`config.mk`:
```
export PLATFORM = sky130hd
export DESIGN_NAME = mem_port_arbiter
export DESIGN_NICKNAME = d
export VERILOG_FILES = /design/src/rtl/mem_port_arbiter.sv
export SDC_FILE = /design/constraint.sdc
export NUM_CORES = 1
export LEC_CHECK = 0
export CAP_MARGIN = 20
export CORE_ASPECT_RATIO = 2
export CORE_MARGIN = 8
export CORE_UTILIZATION = 39
export CTS_BUF_LIST = sky130_fd_sc_hd__clkbuf_16
export DETAILED_ROUTE_END_ITERATION = 6
export PLACE_DENSITY = 0.92
export RECOVER_POWER = 100
export SYNTH_ARGS = -nofsm -noshare
export SYNTH_HDL_FRONTEND = slang
export SYNTH_SLANG_ARGS = --single-unit
```
`constraint.sdc`:
```
create_clock -name clk -period 4.7 [get_ports clk]
set_input_delay 0.705 -clock clk [delete_from_list [all_inputs] [get_ports clk]]
set_output_delay 0.705 -clock clk [all_outputs]
set_load 0.1 [all_outputs]
```
`src/rtl/mem_port_arbiter.sv`:
```
// Two-port arbiter sharing one memory port between instruction fetch and data access.
// Data wins by default; a waiting fetch is forced through after MAX_DATA_BURST data grants.
//
// state   | meaning
// --------+------------------------------------------------------
// IDLE    | no transaction outstanding, arbitrate on this edge
// DATA    | data request granted, waiting for mem_ack
// INSTR   | fetch request granted, waiting for mem_ack
module mem_port_arbiter #(
    parameter int MAX_DATA_BURST = 4,
    parameter int ADDR_W         = 32
) (
    input  logic              clk,
    input  logic              rst,
    input  logic              if_req,
    input  logic [ADDR_W-1:0] if_addr,
    output logic [31:0]       if_rdata,
    output logic              if_ack,
    input  logic              dm_req,
    input  logic              dm_we,
    input  logic [ADDR_W-1:0] dm_addr,
    input  logic [31:0]       dm_wdata,
    input  logic [3:0]        dm_be,
    output logic [31:0]       dm_rdata,
    output logic              dm_ack,
    output logic              mem_req,
    output logic              mem_we,
    output logic [ADDR_W-1:0] mem_addr,
    output logic [31:0]       mem_wdata,
    output logic [3:0]        mem_be,
    input  logic [31:0]       mem_rdata,
    input  logic              mem_ack,
    output logic              busy
);

    localparam int              SW      = $clog2(MAX_DATA_BURST + 1);
    localparam logic [SW-1:0]   CNT_MAX = SW'(MAX_DATA_BURST);

    typedef enum logic [1:0] {
        ST_IDLE  = 2'd0,
        ST_DATA  = 2'd1,
        ST_INSTR = 2'd2
    } state_t;

    state_t              state_q, state_d;
    logic                mem_req_q, mem_req_d;
    logic                mem_we_q, mem_we_d;
    logic [ADDR_W-1:0]   mem_addr_q, mem_addr_d;
    logic [31:0]         mem_wdata_q, mem_wdata_d;
    logic [3:0]          mem_be_q, mem_be_d;
    logic [SW-1:0]       starve_cnt_q, starve_cnt_d;
    logic                starve_hit;

    always_ff @(posedge clk or negedge rst) begin
        if (!rst) begin
            state_q      <= ST_IDLE;
            mem_req_q    <= 1'b0;
            mem_we_q     <= 1'b0;
            mem_addr_q   <= '0;
            mem_wdata_q  <= '0;
            mem_be_q     <= '0;
            starve_cnt_q <= '0;
        end else begin
            state_q      <= state_d;
            mem_req_q    <= mem_req_d;
            mem_we_q     <= mem_we_d;
            mem_addr_q   <= mem_addr_d;
            mem_wdata_q  <= mem_wdata_d;
            mem_be_q     <= mem_be_d;
            starve_cnt_q <= starve_cnt_d;
        end
    end

    always_comb begin
        state_d      = state_q;
        mem_req_d    = mem_req_q;
        mem_we_d     = mem_we_q;
        mem_addr_d   = mem_addr_q;
        mem_wdata_d  = mem_wdata_q;
        mem_be_d     = mem_be_q;
        starve_cnt_d = starve_cnt_q;
        if_ack       = 1'b0;
        dm_ack       = 1'b0;
        starve_hit   = if_req && (starve_cnt_q == CNT_MAX);

        case (state_q)
            ST_IDLE: begin
                if (dm_req && !starve_hit) begin
                    state_d     = ST_DATA;
                    mem_req_d   = 1'b1;
                    mem_we_d    = dm_we;
                    mem_addr_d  = dm_addr;
                    mem_wdata_d = dm_wdata;
                    mem_be_d    = dm_be;
                    // Count only grants that made a pending fetch wait.
                    if (!if_req) begin
                        starve_cnt_d = '0;
                    end else if (starve_cnt_q != CNT_MAX) begin
                        starve_cnt_d = starve_cnt_q + SW'(1);
                    end
                end else if (if_req) begin
                    state_d      = ST_INSTR;
                    mem_req_d    = 1'b1;
                    mem_we_d     = 1'b0;
                    mem_addr_d   = if_addr;
                    mem_be_d     = 4'b0000;
                    starve_cnt_d = '0;
                end
            end
            ST_DATA: begin
                if (mem_ack) begin
                    dm_ack    = 1'b1;
                    state_d   = ST_IDLE;
                    mem_req_d = 1'b0;
                end
            end
            ST_INSTR: begin
                if (mem_ack) begin
                    if_ack    = 1'b1;
                    state_d   = ST_IDLE;
                    mem_req_d = 1'b0;
                end
            end
            default: begin
                state_d   = ST_IDLE;
                mem_req_d = 1'b0;
            end
        endcase
    end

    // Read data is only meaningful alongside the matching ack.
    assign if_rdata  = mem_rdata;
    assign dm_rdata  = mem_rdata;
    assign mem_req   = mem_req_q;
    assign mem_we    = mem_we_q;
    assign mem_addr  = mem_addr_q;
    assign mem_wdata = mem_wdata_q;
    assign mem_be    = mem_be_q;
    assign busy      = (state_q != ST_IDLE);

endmodule

```
# Word-level counts from Yosys, hierarchy flattened
# Cells that the tools add are included.
totals:
  output_inout_bits: 137
  elab_cells: 47
  in_bits: 138
  reg_bits: 75
op_classes:
  add_sub_neg: 1
  mux: 21
  reduce_logical: 11
  n_eq_ne: 7
op_table:
  columns: ["cell", "n"]
  rows:
  - ["two-way mux 32 bit", 2]
  - ["two-way mux 3 bit", 4]
  - ["two-way mux 1 bit", 8]
  - ["two-way mux 4 bit", 2]
  - ["two-way mux 2 bit", 3]
  - ["inequality test 3 bit (second input constant)", 2]
  - ["AND reduction 2 bit", 3]
  - ["case mux 2 bit (2 select lines)", 1]
  - ["nonzero test 2 bit", 2]
  - ["adder 3 x 1 -> 3 bit (second input constant)", 1]
  - ["== test 3 bit (second input constant)", 1]
  - ["inequality test 3 x 2 -> 1 bit (second input constant)", 1]
  - ["AND reduction 3 bit", 1]
  - ["== test 2 x 1 -> 1 bit (second input constant)", 1]
  - ["== test 2 bit (second input constant)", 1]
  - ["logical AND 1 bit", 2]
  - ["zero test 2 bit", 1]
  - ["inequality test 2 x 1 -> 1 bit (second input constant)", 1]
  - ["case mux 1 bit (2 select lines)", 1]
  - ["OR reduction 2 bit", 1]
  - ["zero test 1 bit", 1]

# Logic depth before layout (Yosys ltp)
depth:
  ltp_word: 6
  mapped_depth: 8
  ltp_nobuf: 5

# Least setup slack after synthesis
# OpenSTA, ideal clock, no wires.
synth_timing:
  path_type: "flip-flop to output port"
  startpoint: "register state_q[0]"
  endpoint: "output port busy"
  path_buffers: 2
  arrival_ns: 1.581
  slack_ns: 2.414
  required_ns: 3.995
  path_stages_with_launch: 6
  path_cell_list: "dfrtp_1 -> inv_1 -> ha_1 -> buf_2 -> clkbuf_1 -> inv_1"
synth_via:
  elab_chain_len: 1
synth_rtl:
  columns: ["item", "line_no", "source"]
  rows:
  - ["start: declaration", "45", "state_t state_q, state_d;"]
  - ["start signal: assignment", "64", "state_q <= state_d;"]
  - ["nonzero test 2 bit", "139", "assign busy = (state_q != ST_IDLE);"]
  - ["end: declaration", "33", "output logic busy"]
# Every way passes these cells.

# Final worst setup path
layout_timing:
  startpoint: "input port mem_ack"
  endpoint: "output port if_ack"
layout_via:
  elab_chain_len: 2
layout_rtl:
  columns: ["item", "line_no", "source"]
  rows:
  - ["start: declaration", "32", "input logic mem_ack,"]
  - ["two-way mux 1 bit", "118", "if (mem_ack) begin"]
  - ["two-way mux 1 bit", "86", "case (state_q)"]
  - ["end: declaration", "18", "output logic if_ack,"]
# Every way passes these cells.

==> flow_summary.json <==
{
  "ys_types": 25,
  "drt_first_pass_iters": 4,
  "wirelength_microns": 13100,
  "cts.htree.levels": 3,
  "grt_pass1_vias": 3543,
  "detail_route.drc_violations": 0,
  "most_area_consuming_cells_after_synthesis": "dfrtp_1 (45%), buf_4 (12%), mux2_4 (10%), o211ai_2 (9.1%), nand2_1 (7.1%)",
  "outcome": "complete, but fails checks",
  "grt_setup_unrepaired": "no",
  "yosysWarningCount": 0,
  "post-route-cell-area_sq_um": 5520,
  "max-cap-violations": 1,
  "post-synth-top-area-cell": "dfrtp_1",
  "clkTransAtPathRegs_ns": 0.06,
  "finalCritPeriodShare_pct": 69.6,
  "timing.slew.headroom_pct": -28.4,
  "wp_data_required_ns": 3.99,
  "drt_first_iter_violations": 151,
  "cp_data_arrival_time_ns": 2.57,
  "tritoncts.num_buffers": 9,
  "worst_pin_slew_ns": 1.93,
  "dieWidth_microns": 88.8,
  "place.detailed.hpwl_microns": 9850,
  "dpl.cell_count": 601,
  "failing_checks": "capacitance limit, slew limit",
  "worstSetupStartpointType": "input port",
  "syn_nets": 517,
  "yosys_register_bits": 75,
  "worst_r2r_src": "starve_cnt_q[0]",
  "areaGrowthSynthToFinish_pct": 33.6,
  "syn_inst": 374,
  "crit_chain": "clkdlybuf4s50_1 > and2_1 > dlygate4sd3_1",
  "worst-path-max-fanout": 3,
  "register_area_sq_um": 1880,
  "placement_rows": 53,
  "port-buffer-count": 178,
  "drive_gt1_share_pct": 6.04,
  "cts.path.max_buffers": 2,
  "fill_cell_count": 951,
  "final.min_clock_period_ns": 3.27,
  "fin_skew_ns": 0.00588,
  "core_area_sq_um": 10400,
  "final_max_slew_violation_count": 76,
  "finish.utilization_pct": 53.0,
  "seq_area_frac_synth_pct": 45.4,
  "global_route_wire_length_before_repair_microns": 19600,
  "root_buffer": "clkbuf_16",
  "globalRoute.totalOverflow": 0,
  "num_antenna_cells": 0,
  "clock_latency_on_the_worst_skew_pair_ns": 0.33,
  "cts_hold_buffers": 0,
  "post_cts.resized_instances": 0,
  "number_of_flops_mapped_to_enable_cells_by_yosys": 0,
  "cts.repair_timing.setup_buffer_count": 0,
  "boundaryPins": 275,
  "detailed_place.area_sq_um": 5470,
  "total_die_area_sq_um": 14400,
  "initial_cell_density_of_the_core_pct": 39.7,
  "timing.critical_path.to_type": "output port",
  "fin_nets": 618,
  "layout.cells.non_filler": 617,
  "critPathSlowestCell": "dlygate4sd3_1",
  "detail-route-antenna-nets": 0,
  "antenna_found_initial": 0,
  "predominant_post_synthesis_flop_cell": "dfrtp_1",
  "worst_path_largest_cell_delay_ns": 1.21,
  "critPathLaunch": "mem_ack",
  "setup_tns_ns": 0,
  "timing.setup.critical_path_class": "input port to output port",
  "hold_path.class": "flip-flop to flip-flop",
  "min_from": "mem_wdata[20]",
  "grt_start_max_net_pins": 76,
  "ys_async_sr_fraction_pct": 100,
  "drt-wirelength-per-cell_microns": 21.2,
  "timing.final.hold_violations": 0,
  "cts_tree": "done",
  "highest_clock_rate_mhz": 306,
  "syn-cell-area_sq_um": 4130,
  "vias_per_cell": 5.24,
  "synth_largest_type_area_fraction_pct": 45.4,
  "multi_input_area_sq_um": 1360,
  "grt_usage_pct": 18.3,
  "synth.avg_cell_area_sq_um": 11.1,
  "place_congestion": 0.801,
  "routed-via-count": 3231,
  "setup_violations": 0,
  "clock_sink_count": 75,
  "dieHeight_microns": 162
}
## per-stage QoR
stage	hold WS [ns]	worst slack, ns
finish	0.481	1.43
global placement	0.465	1.52
CTS	0.487	1.50
floorplan	0.409	2.41
detailed placement	0.469	1.51
global route	0.500	1.40
## logic make-up (layout without fill, tap and decap cells)
logic type      count (synthesis)  after routing  synth area share (%)
compound gates                 47             47                  11.8
simple gates                  119            119                  13.7
buf+inv                        96            202                  16.3
mux                            32             32                  11.3
flops                          75             75                  45.4
fa+ha+maj                       5              5                  1.51
## metal layers
layer	part of all wire [%]	GRT usage, %	vias up	wire, microns
li1	-	-	1432	-
met4	6.0	13.7	0	787
met3	7.3	4.43	76	960
met2	56	32.7	151	7330
met1	31	17.0	1572	4020
met5	0	0	-	0
## cell usage after synthesis (2+ instances only)
cell	instances
nand2_1	78
o211ai_1	2
buf_6	7
nand4_1	32
a21o_1	2
o21ai_0	5
buf_4	68
nand3_4	2
clkbuf_1	12
a22o_1	2
mux2_4	28
nor2_1	2
buf_2	4
ha_1	5
dfrtp_1	75
o211ai_2	30
mux2_2	4
o22ai_1	3
and2_1	3
inv_1	5
## critical path: cells and delay by family
kind / cells / cell delay (ns)
buf+inv: 2 / 1.72
simple gates: 1 / 0.14
## worst paths after layout
| kind | depth (start not counted) | to | slack, ns |
|---|---|---|---|
| max | 3 | if_ack | 1.43 |
| min | 1 | mem_wdata[20] | 0.48 |
| max reg2reg | 5 | mem_addr[6] | 2.13 |
| min reg2reg | 1 | mem_wdata[20] | 0.48 |
| max in group asynchronous | 1 | mem_wdata[11] | 2.65 |
| min in group asynchronous | 1 | mem_addr[6] | 0.90 |
## flip-flops by register name (all words and copies together), names as in the netlist
name          count
mem_addr         32
mem_wdata        32
mem_be            4
starve_cnt_q      3
state_q           2
mem_req           1
mem_we            1
## area by class of cell
class,instances,share of cell area [%]
clock inverter,7,1.36
timing repair buffer,181,32.6
multi-input combinational,203,24.5
sequential,75,34.0
tap,137,3.10
inverter,5,0.340
clock buffer,9,4.08
## cell usage in the layout, fill, tap and decap left out, types with 3 or more instances in the layout
cell | Yosys | final
dlygate4sd3_1 | 0 | 75
nand2_1 | 78 | 78
mux2_2 | 4 | 4
nand4_1 | 32 | 32
inv_1 | 5 | 5
o21ai_0 | 5 | 5
buf_4 | 68 | 3
clkdlybuf4s50_1 | 0 | 102
o22ai_1 | 3 | 3
o211ai_2 | 30 | 3
mux2_1 | 0 | 28
clkbuf_16 | 0 | 9
dfrtp_1 | 75 | 75
and2_1 | 3 | 3
ha_1 | 5 | 5
o211ai_1 | 2 | 29
Power is left out: the tool's default activity adds up to more than one toggle a clock period on the data nets, which glitch-free logic cannot reach.
